<file path="src/rtl/grf_wb_queue.sv">
// Write-back queue in front of the register file's single write port.
// Drains in order, one entry per cycle, and forwards the youngest pending value per lookup port.
module grf_wb_queue #(
   parameter int DEPTH = 4,
   parameter int CW    = $clog2(DEPTH) + 1
) (
   input  logic          clk,
   input  logic          reset,
   input  logic          in_valid,
   output logic          in_ready,
   input  logic [4:0]    in_addr,
   input  logic [31:0]   in_data,
   input  logic [31:0]   in_pc,
   input  logic          wb_stall,
   output logic          RegWrite,
   output logic [4:0]    WA,
   output logic [31:0]   WD,
   output logic [31:0]   PC,
   input  logic [4:0]    lk_addr1,
   input  logic [4:0]    lk_addr2,
   output logic          lk_hit1,
   output logic          lk_hit2,
   output logic [31:0]   lk_data1,
   output logic [31:0]   lk_data2,
   output logic [CW-1:0] count,
   output logic          empty
);

   localparam int AW = (DEPTH > 1) ? $clog2(DEPTH) : 1;

   logic [4:0]    mem_addr [DEPTH];
   logic [31:0]   mem_data [DEPTH];
   logic [31:0]   mem_pc   [DEPTH];
   logic [AW-1:0] head;
   logic [AW-1:0] tail;
   logic [CW-1:0] count_q;
   logic          do_enq;

   // Handshake: a write-back transfers at a posedge where in_valid && in_ready.
   // in_ready depends only on reset and the registered count, so a full queue
   // never accepts, even when the head drains in that same cycle.
   assign count    = count_q;
   assign empty    = (count_q == '0);
   assign in_ready = !reset && (count_q != CW'(DEPTH));
   assign RegWrite = !reset && !empty && !wb_stall;
   // Writes to $0 complete the handshake but are never stored.
   assign do_enq   = in_valid && in_ready && (in_addr != 5'd0);

   always_ff @(posedge clk) begin
      if (reset) begin
         head    <= '0;
         tail    <= '0;
         count_q <= '0;
      end else begin
         if (do_enq)   tail <= tail + AW'(1);
         if (RegWrite) head <= head + AW'(1);
         case ({do_enq, RegWrite})
            2'b10:   count_q <= count_q + CW'(1);
            2'b01:   count_q <= count_q - CW'(1);
            default: count_q <= count_q;
         endcase
      end
   end

   always_ff @(posedge clk) begin
      if (do_enq) begin
         mem_addr[tail] <= in_addr;
         mem_data[tail] <= in_data;
         mem_pc[tail]   <= in_pc;
      end
   end

   assign WA = RegWrite ? mem_addr[head] : 5'd0;
   assign WD = RegWrite ? mem_data[head] : 32'd0;
   assign PC = RegWrite ? mem_pc[head]   : 32'd0;

   // Scan oldest to youngest so the last match (closest to tail) wins.
   always_comb begin
      logic [AW-1:0] idx;
      lk_hit1  = 1'b0;
      lk_hit2  = 1'b0;
      lk_data1 = 32'd0;
      lk_data2 = 32'd0;
      idx      = '0;
      for (int i = 0; i < DEPTH; i++) begin
         idx = head + AW'(i);
         if (!reset && (CW'(i) < count_q)) begin
            if ((lk_addr1 != 5'd0) && (mem_addr[idx] == lk_addr1)) begin
               lk_hit1  = 1'b1;
               lk_data1 = mem_data[idx];
            end
            if ((lk_addr2 != 5'd0) && (mem_addr[idx] == lk_addr2)) begin
               lk_hit2  = 1'b1;
               lk_data2 = mem_data[idx];
            end
         end
      end
   end

endmodule

</file>
<file path="config.mk">
export PLATFORM = sky130hd
export DESIGN_NAME = grf_wb_queue
export DESIGN_NICKNAME = d
export VERILOG_FILES = /design/src/rtl/grf_wb_queue.sv
export SDC_FILE = /design/constraint.sdc
export NUM_CORES = 1
export LEC_CHECK = 0
export ABC_AREA = 1
export BUFFER_PORTS_ARGS = -buffer_cell sky130_fd_sc_hd__buf_2
export CORE_MARGIN = 10
export CORE_UTILIZATION = 45
export DETAILED_ROUTE_END_ITERATION = 7
export PLACE_DENSITY = 0.67
export SLEW_MARGIN = 25
export SYNTH_ARGS = -nofsm -noshare
export SYNTH_HDL_FRONTEND = slang
export SYNTH_SLANG_ARGS = --single-unit
</file>
<file path="constraint.sdc">
create_clock -name clk -period 4.1 [get_ports clk]
set_input_delay 0.41 -clock clk [delete_from_list [all_inputs] [get_ports clk]]
set_output_delay 0.41 -clock clk [all_outputs]
set_load 0.1 [all_outputs]
</file>
# Word level (Yosys, flattened, before mapping)
# Memory sizes are Yosys's and may differ from the RTL's. A register that Yosys moved wholly into a read port is not among the register bits.
# Index checks and enable logic that the tools add are counted.
# totals
reg_bits	7
ramBits	276
inputBits	83
output_inout_bits	141
wordCells	96
memories	3
# mem_list
memory	depth	width	read_ports	rd_clocked_by_memory_dff	write_ports	line_no	rtl
mem_data	4	32	4	1	1	32	logic [31:0] mem_data [DEPTH];
mem_pc	4	32	1	1	1	33	logic [31:0] mem_pc [DEPTH];
mem_addr	4	5	4	1	1	31	logic [4:0] mem_addr [DEPTH];
# op_classes
n_addsub	6
magnitude_cmp	4
eq_ne	11
n_mux	44
n_reduce_logical	25
# op_table
op	n
$mux 32	18
$eq 5x5->1	8
$mux 1	18
$logic_and 1x1->1	17
$reduce_bool 5->1	3
$mux 2	6
$lt 1x3->1 const A	2
$lt 2x3->1 const A	2
$pmux 3 s2	1
$mux 5	1
$add 2x1->2 const B	2
$add 2x2->2 const B	2
$add 3x1->3 const B	1
$logic_not 1->1	3
$logic_not 3->1	1
$ne 3x3->1 const B	1
$sub 3x1->3 const B	1
$eq 2x1->1 const B	1
$eq 2x2->1 const B	1
$reduce_bool 2->1	1

# Depth between registers and ports, before layout
# Gate-level depths: netlist of the first run.
# depth
ltp_word	10
depth_mapped	18

# Worst setup path before layout of the first run
# OpenSTA, ideal clock, no wires.
# synth_timing
path_type	register to register
startpoint	register count_q[0], in the netlist count[0]
endpoint	memory mem_addr[0][0], enable pin
t_arrival_ps	6347
required_time_ps	3604
path_slack_ps	-2743
path_stages_with_launch	7
path_buffers	0
synth_period_minus_slack_ps	6843
path_cell_list	dfxtp_1 inv_1 ha_1 a21oi_1 and3_1 inv_1 nor2_1
# synth_between
elab_chain_cells	6
# synth_rtl
item	line_no	rtl
from (decl)	36	logic [CW-1:0] count_q;
from (signal assigned)	58	2'b10: count_q <= count_q + CW'(1);
from (signal assigned)	59	2'b01: count_q <= count_q - CW'(1);
from (signal assigned)	60	default: count_q <= count_q;
$ne 3x3->1	44	assign in_ready = !reset && (count_q != CW'(DEPTH));
$logic_and 1x1->1	44	
named net in_ready	10	output logic in_ready,
$logic_and 1x1->1 (2 in a row)	47	assign do_enq = in_valid && in_ready && (in_addr != 5'd0);
$mux 1	66	if (do_enq) begin
$mux 1 (not written as such)	67	mem_addr[tail] <= in_addr;
to (decl)	31	
# The timed path passes the listed nets, and every way through them passes these cells.

==> results of run 1 <==
==> cells by family after synthesis <==
logic type,Yosys count
adders and majority gates,9
AOI/OAI and AO/OA,351
xor gates and xnor gates,8
buffers and inverters,266
and+or+nand+nor,1347
DFF,285
==> synth_stat cells (8+ instances only) <==
master	number	share of area, %
a21oi_1	50	1.4
nand4_1	33	1.2
buf_4	14	0.61
o21ai_1	25	0.72
buf_1	17	0.37
edfxtp_1	276	48
o21ai_0	179	5.2
ha_1	9	0.65
o211ai_1	32	1.4
a22oi_1	32	1.4
inv_1	107	2.3
nor2_1	529	11
o32a_1	31	1.8
nand2_1	629	14
dfxtp_1	9	1.0
buf_2	48	1.4
xor2_1	8	0.41
nand3b_1	33	1.4
nand3_1	110	3.2
clkbuf_1	72	1.6
==> final cells by class <==
cell class	count	area (sq um)	area share, %
flip-flops and latches	285	8480	38.9
multi-input cells	1715	8460	38.8
repair buffers	280	2800	12.8
clock buffers	38	802	3.68
well taps	511	639	2.93
inverters	113	440	2.02
clock inverters	19	164	0.752
diodes	8	20.0	0.0918
==> layer usage <==
metal	global-route usage, %	share of wire [%]
met3	4.71	9.1
met2	41.2	48
met1	30.4	40
met5	0	0.051
met4	9.16	3.1
==> what timing repair did <==
item	CTS	global route
pin swaps	1	2
cloned	0	0
setup endpoints to repair	44	36
resized for setup	3	30
hold buffers	0	0
buffers inserted	5	2
==> layout by cell type (no fill, tap or decap), types with 2 or more instances in the layout <==
master	instances
nand2_1	629
nor2_1	485
edfxtp_1	276
o21ai_0	179
buf_2	124
nand3_1	106
inv_1	105
buf_12	80
nor2_4	47
buf_4	47
nand3b_1	33
nand4_1	33
a21oi_4	33
a22oi_1	32
o211ai_1	32
o32a_1	31
clkbuf_16	31
clkbuf_4	27
o21ai_1	25
a21oi_1	16
ha_1	9
diode_2	8
xor2_1	8
clkbuf_1	7
clkinv_2	6
dfxtp_2	5
clkinvlp_4	5
nand3_2	4
inv_6	4
nand2_2	4
clkinv_1	4
inv_2	3
inv_4	2
dfxtp_4	2
bufinv_16	2
buf_6	2
dfxtp_1	2
==> per-stage QoR <==
step	std cells	cell area, sq um
final	2969	21800
after global placement	2897	20700
after global routing	2968	21800
after floorplan	2266	18000
after detailed placement	2897	20700
after CTS	2959	21700
==> flip-flops by register name (all words and copies together) (netlist names), named ones only <==
signal    cells
mem_addr     20
head          2
mem_data    128
tail          2
mem_pc      128
count         3
==> report_power, final <==
part	internal (uW)	leakage, uW	switching (uW)
sequential	3290	0.00258	63.4
clock	1520	0.000458	1120
combinational	835	0.00592	2420
==> worst max-delay path by stage <==
stage	startpoint	end
finish	register	lk_data2[23]
global route	head[0]	lk_data1[20]
CTS	head[0]	lk_data2[31]
detailed placement	register	lk_data1[22]
global placement	register	lk_data1[22]
floorplan	count[0]	PC[27]
==> impl_metrics.csv, run 1 <==
group,metric,value,unit
place,dp_hpwl,38.3,mm
floorplan,dieArea,0.0467,sq mm
timing,period_share,93.8,%
yosys,synth_compound_area_share,12.0,%
power,total_power,9240,uW
floorplan,fp.dieH,216,microns
setup_path,worst-setup-path-type,"reg2out",
timing,worstMarginPinSlew,0.982,ns
final_layout,fin_nets,2518,
setup_path,path_delay_family,"simple AND/OR/NAND/NOR gates",
timing,layout_min_cycle_time,3.85,ns
timing,hold_violations,0,
timing,drv_slew,0,
cts,cts-buffers-inserted,31,
yosys,async_reset_ff_share,0,%
timing,setup_viol,0,
drt,drc,0,
yosys,yosysSeqAreaShare,49.0,%
setup_path,cp_slowest_cell,"dfxtp_2",
run_status,status,"complete, no violations",
yosys,yosys_warnings,0,
power,powerDensity,424,mW/mm^2
cts,cts.clk_slew.worst_paths,0.06,ns
drt,wl_per_cell,19.9,microns
timing,max_slew_margin,34.5,%
setup_path,start_kind,"register",
final_layout,synthToLayoutAreaGrowth,26.0,%
place,pre_cts_ws,0.373,ns
drt,dr.pass1.iters,7,
yosys,synth_edf_count,276,
setup_path,crit_cells,14,
yosys,synth_top_family_by_area,"simple AND/OR/NAND/NOR gates",
floorplan,ios,224,
global_route,grt_start_max_net_pins,97,
cts,cts.sink_count,285,
setup_path,worst-path-buf-inv,3,
setup_path,timing.rr.start,"count[0]",
final_layout,drive_above_1_share,17.7,%
setup_path,cpMostUsedCell,"nand2_1",
global_route,track_usage,24.4,%
worst_hold_path,min_path_cells,1,
yosys,synth-xor-area-share,0.405,%
worst_hold_path,worstHoldEndpoint,"mem_pc[2][12]",
global_route,grt_pass1_vias,16200,
setup_path,cp_cell_sequence,"clkinv_2, nand3_1, nand2_1, nand2_1, nand2_1, nor2_1, nand3_2, buf_4, nor2_1, nand2_1, nand3_1, nand2_1, nand2_1, buf_2",
cts,h-tree-depth,1,
final_layout,utilization,57.8,%
drt,via_count,16600,
cts,tritoncts,"yes",
power,ir_drop,391,uV
final_layout,fillers,3338,
yosys,avgSynthCellArea,7.63,sq um
setup_path,r2r-end,"mem_data[0][9]",
place,io_buffers,223,
timing,rsz0062_at_grt,"no",
drt,drt-initial-drc-count,1499,
cts,insertion_delay,0.57,ns
power,leakage,0.00897,uW
timing,finClkSkew,0.0188,ns
cts,cts_root_buf,"clkbuf_16",
global_route,grt_first_pass_wirelength,91.5,mm
setup_path,ff2ff_path_depth,7,
yosys,ys_types,32,
setup_path,critPathMaxStageDelay,0.50,ns
timing,holdWs,0.0551,ns
timing,clock.fmax,260,MHz
timing,setup_ws,0.253,ns
timing,tns,0,ns
floorplan,initial_utilization,45.8,%
drt,totalWireLength,59.1,mm
place,gp_congestion,0.935,
floorplan,die_w,216,microns
setup_path,worstPathMaxFanout,16,
yosys,muxShareOfSynthArea,0,%
worst_hold_path,hold_start,"in_pc[12]",
yosys,ys.flop_type,"edfxtp_1",
floorplan,core-area,0.0378,sq mm
cts,clockBufferDepth,3,
floorplan,row_count,71,
yosys,synth-simple-area-share,31.4,%
yosys,syn_inst,2266,
setup_path,endpoint_kind,"output pin",
drt,viasPerCell,5.60,
global_route,antenna_found_initial,13,
drt,antenna_left,0,
flow_run,max_cap_violations,0,
setup_path,rrSetupSlack,1.53,ns
yosys,synth_nets,2358,
setup_path,critPathArrivalTime,3.44,ns
yosys,yosys_register_bits,285,
global_route,grt-ovfl-total,0,
worst_hold_path,hp-class,"in2reg",
yosys,syn_area,0.0173,sq mm
setup_path,cp.required,3.69,ns
yosys,synth_adder_area_share,0.651,%
Note: power is estimated with default switching activity, not from simulation.
==> run 2: changes to the inputs <==
GPL_ROUTABILITY_DRIVEN = 0   (was unset)
PLACE_DENSITY = unset   (was 0.67)
PLACE_DENSITY_LB_ADDON = 0.15   (was unset)
==> run 2 against run 1 <==
  * Critical endpoint is now lk_data2[19]
  * Cell count shrank 0.54%
  * Fmax shrank 1.3%
  * Sequential share of layout area decreased by 0.25 points
  * Total power increased by 1.8%
  * Design area is 0.62% higher
==> impl_metrics.csv, run 2 (synthesized netlist as in run 1, its figures left out) <==
group,metric,value,unit
global_route,grtUsageMet3,4.65,%
timing,setup_viol,0,
final_layout,fillers,3293,
drt,totalWireLength,58.4,mm
drt,wl_per_cell,19.8,microns
floorplan,initial_utilization,45.8,%
global_route,track_usage,24.1,%
floorplan,core-area,0.0378,sq mm
cts,cts.sink_count,285,
flow_run,max_cap_violations,0,
setup_path,worst-setup-path-type,"reg2out",
cts,tritoncts,"yes",
final_layout,synthToLayoutAreaGrowth,26.8,%
run_status,status,"complete, no violations",
global_route,grt_pass1_vias,15800,
cts,cts_root_buf,"clkbuf_16",
timing,max_slew_margin,30.2,%
drt,via_count,16600,
drt,dr.pass1.iters,6,
final_layout,final_cells,2953,
final_layout,utilization,58.1,%
place,dp_hpwl,36.6,mm
power,powerDensity,429,mW/mm^2
timing,period_share,95.1,%
timing,drv_slew,0,
timing,worstMarginPinSlew,1.05,ns
floorplan,ios,224,
global_route,grt.busiest_layer,"met2",
drt,viasPerCell,5.61,
setup_path,endpoint_kind,"output pin",
drt,drt-initial-drc-count,1587,
setup_path,cp_cell_sequence,"buf_4, nand2_1, nand2_8, nand2_1, a21oi_1, nor2_4, nand3_2, buf_12, nand2_1, nand3_1, nand2_1, nand2_1, buf_2",
global_route,grt-ovfl-total,0,
power,ir_drop,326,uV
setup_path,critPathMaxStageDelay,0.43,ns
timing,layout_min_cycle_time,3.90,ns
cts,cts-buffers-inserted,30,
global_route,antenna_found_initial,8,
cts,h-tree-depth,1,
drt,drc,0,
global_route,grt_start_max_net_pins,117,
final_layout,final_cell_mix,"628 x nand2_1, 485 x nor2_1, 276 x edfxtp_1, 179 x o21ai_0, 128 x buf_2",
global_route,grt_use_met2,39.7,%
floorplan,dieArea,0.0467,sq mm
setup_path,cp_slowest_cell,"buf_2",
place,dp.cells,2889,
cts,insertion_delay,0.56,ns
final_layout,fin_nets,2504,
global_route,gr-usage-met1,31.2,%
timing,clock.fmax,257,MHz
floorplan,fp.dieH,216,microns
final_layout,drive_above_1_share,17.2,%
setup_path,cp.required,3.69,ns
floorplan,row_count,71,
cts,clockBufferDepth,3,
setup_path,critPathArrivalTime,3.49,ns
setup_path,cpMostUsedCell,"nand2_1",
cts,postCtsHoldBufs,0,
worst_hold_path,hp-class,"in2reg",
timing,finClkSkew,0.0211,ns
global_route,grt_first_pass_wirelength,90.6,mm
final_layout,top_regs,"mem_data x128, mem_pc x128, mem_addr x20",
power,leakage,0.00899,uW
place,io_buffers,223,
floorplan,die_w,216,microns
timing,holdWs,0.0540,ns
cts,cts.clk_slew.worst_paths,0.06,ns
setup_path,worstPathMaxFanout,32,
drt,antenna_left,0,
final_layout,mostFrequentLayoutCell,"nand2_1",
setup_path,start_kind,"register",
timing,hold_violations,0,
-- run 2: cell count changes in the layout (fill, tap and decap cells not counted), sizes merged --
cell      change
buf           +2
bufinv        +3
clkbuf       -14
clkinvlp      -3
diode         -2
inv           -2
-- run 2: path summary, 6_finish.rpt --
path	startpoint	end	depth (start not counted)	slack [ns]
min	in_pc[10]	mem_pc[0][10]	1	0.05
min reg2reg	tail[0]	tail[0]	1	0.51
max reg2reg	count[0]	mem_data[3][11]	7	1.43
max	head[0]	lk_data2[19]	13	0.20
-- run 2: metrics by stage --
| stage | power, uW | setup TNS [ns] | instance area, sq um | setup slack, ns |
|---|---|---|---|---|
| after floorplan | 5690 | 0 | 18000 | 0.0321 |
| after global placement | 6580 | 0 | 20800 | 0.472 |
| after detailed placement | 6620 | 0 | 20800 | 0.452 |
| after CTS | 9390 | 0 | 21800 | 0.00921 |
| after global routing | 9840 | -0.000210 | 21900 | -0.000210 |
| final | 9410 | 0 | 21900 | 0.202 |
-- run 2: report_power, final --
| group | internal [uW] | total (uW) | switching [uW] |
|---|---|---|---|
| clock | 1690 | 2790 | 1100 |
| combinational | 852 | 3270 | 2420 |
| sequential | 3290 | 3350 | 59.5 |
| total | 5830 | 9410 | 3580 |
-- run 2: repair_timing --
action / in CTS / in global routing
hold endpoints to repair: 0 / 0
cloned: 0 / 0
endpoints found under the setup margin: 32 / 65
resized for setup: 1 / 24
buffers inserted: 0 / 2
pin swaps: 0 / 2
-- run 2: final cells by class --
cell class | instances | area [sq um] | area share [%]
flip-flops and latches | 285 | 8480 | 38.7
well taps | 511 | 639 | 2.91
clock buffers | 39 | 806 | 3.67
clock inverters | 17 | 213 | 0.969
repair buffers | 267 | 2880 | 13.1
diodes | 6 | 15.0 | 0.0684
multi-input cells | 1715 | 8470 | 38.6
inverters | 113 | 440 | 2.01
-- run 2: metal layers --
layer | vias to the layer above | part of all wire, %
met5 | - | 0.070
met4 | 6 | 2.7
met3 | 139 | 9.5
met2 | 856 | 47
met1 | 7683 | 40
li1 | 7876 | -
-- run 2: critical path: cells and delay by family, from the launching register on --
kind	cells	cell delay (ns)
AND/OR/NAND/NOR	9	1.34
buffers and inverters	3	0.97
flip-flops	1	0.35
AO/OA/AOI/OAI	1	0.26
==> run 3: changes to the inputs <==
CORE_UTILIZATION = 53   (was 45)
SETUP_SLACK_MARGIN = 0.02   (was unset)
SLEW_MARGIN = 20   (was 25)
==> run 3 against run 2 <==
  * Sequential power about the same
  * Clock skew shrank 0.0011 ns
  * Largest cell class unchanged
  * Worst hold slack improved by 0.0072 ns
  * Die area shrank 14%
  * Critical path depth up 2
  * Register-to-register slack better by 0.05 ns
  * Clock power shrank 3%
  * Sequential cell count is the same
  * Utilization increased by 10 points
  * First-iteration DRC count grew 1.3%
  * Fmax is 0.65% lower
  * Non-clock buffer count rose by 6
  * Highest routed layer unchanged
==> impl_metrics.csv, run 3 (synthesized netlist as in run 1, its figures left out) <==
group,metric,value,unit
final_layout,top_regs,"mem_data x128, mem_pc x128, mem_addr x20",
floorplan,core-area,0.0324,sq mm
drt,wl_per_cell,19.1,microns
timing,drv_slew,0,
global_route,grt_start_max_net_pins,89,
timing,hold_violations,0,
drt,totalWireLength,55.1,mm
setup_path,timing.rr.start,"count[0]",
global_route,track_usage,26.2,%
global_route,grt_first_pass_wirelength,86.5,mm
setup_path,critPathLaunch,"head[1]",
power,leakage,0.00904,uW
cts,cts.clk_slew.worst_paths,0.08,ns
final_layout,utilization,68.6,%
drt,viasPerCell,5.80,
timing,layout_min_cycle_time,3.92,ns
global_route,antenna_found_initial,15,
timing,finClkSkew,0.0200,ns
floorplan,initial_utilization,53.4,%
drt,dr.pass1.iters,6,
setup_path,r2r-end,"mem_pc[1][24]",
cts,cts.sink_count,285,
setup_path,worstPathMaxFanout,17,
timing,max_slew_margin,33.6,%
drt,antenna_left,0,
floorplan,ios,224,
flow_run,max_cap_violations,0,
setup_path,rrSetupSlack,1.48,ns
final_layout,mostFrequentLayoutCell,"nand2_1",
power,powerDensity,422,mW/mm^2
timing,period_share,95.7,%
floorplan,dieArea,0.0403,sq mm
cts,tritoncts,"yes",
final_layout,final_cell_mix,"629 x nand2_1, 485 x nor2_1, 276 x edfxtp_1, 179 x o21ai_0, 112 x buf_12",
final_layout,drive_above_1_share,17.5,%
setup_path,endpoint,"lk_data2[14]",
setup_path,critPathArrivalTime,3.51,ns
drt,drt-initial-drc-count,1608,
floorplan,die_w,201,microns
power,ir_drop,384,uV
floorplan,row_count,66,
setup_path,cp.required,3.69,ns
place,dp_hpwl,36.8,mm
place,io_buffers,223,
timing,worstMarginPinSlew,0.997,ns
cts,cts-buffers-inserted,29,
worst_hold_path,min_path_cells,1,
final_layout,fin_nets,2509,
drt,via_count,16800,
timing,rsz0062_at_grt,"no",
worst_hold_path,hp-class,"in2reg",
setup_path,endpoint_kind,"output pin",
cts,insertion_delay,0.56,ns
global_route,grt-ovfl-total,0,
drt,drc,0,
cts,clockBufferDepth,3,
setup_path,worst-setup-path-type,"reg2out",
timing,setup_viol,0,
global_route,grt_pass1_vias,16000,
final_layout,synthToLayoutAreaGrowth,28.3,%
timing,clock.fmax,255,MHz
run_status,status,"complete, no violations",
setup_path,ff2ff_path_depth,7,
setup_path,start_kind,"register",
floorplan,fp.dieH,201,microns
cts,h-tree-depth,1,
timing,tns,0,ns
cts,cts_root_buf,"clkbuf_16",
==> run 3: cell type report <==
class	count	area, sq um
antenna	8	20.0
fill	2553	10200
timing repair buffer	273	3250
clock buffer	32	737
tap	442	553
clock inverter	22	240
sequential	285	8480
multi-input combinational	1715	8480
inverter	113	435
==> run 3: worst min path at each step <==
| stage | end | start |
|---|---|---|
| 2_1_floorplan | tail[0] | tail[0] |
| 3_3_place_gp | tail[0] | tail[0] |
| 3_5_place_dp | tail[0] | tail[0] |
| 4_1_cts | mem_pc[0][4] | in_pc[4] |
| 5_1_grt | mem_data[3][15] | in_data[15] |
| 6_report | mem_data[1][29] | in_data[29] |
==> run 3: report_power, final <==
group / total (uW) / switching (uW) / internal [uW] / leakage [uW]
Sequential: 3360 / 71.2 / 3290 / 0.00258
Combinational: 3310 / 2390 / 915 / 0.00599
Clock: 2700 / 1140 / 1560 / 0.000466
==> run 3: worst max-delay path: stages (launching register included) <==
cell and delay [ns]:
dfxtp_2 0.57, buf_4 0.30, nand2_2 0.09, nand2_2 0.18
buf_4 0.25, nand2_1 0.12, nand3_1 0.09, nand2_1 0.09
nor2_4 0.16, nand3_4 0.27, buf_4 0.29, nand2_1 0.08
nand3_1 0.06, nand2_1 0.09, nand2_1 0.05, buf_4 0.22
==> run 3: repair_timing <==
action	in CTS	in global routing
setup endpoints to repair	32	66
resized for setup	35	5
hold buffers	0	0
buffers inserted	0	3
pin swaps	0	1
==> run 3: through the flow <==
stage	hold WS, ns	setup slack [ns]	cells	area [sq um]	total power [uW]
floorplan	0.463	0.0321	2266	18000	5690
global placement	0.483	0.519	2825	21000	6590
detailed placement	0.515	0.407	2825	21000	6650
CTS	0.0525	0.0388	2879	22100	9330
global route	0.0626	0.0223	2887	22200	9770
finish	0.0612	0.177	2890	22200	9360
==> run 3: routing by layer <==
layer / wire length (microns) / track usage, %
met1: 21100 / 31.9
met2: 26400 / 44.4
met3: 5580 / 5.60
met4: 1900 / 10.8
met5: 58 / 0
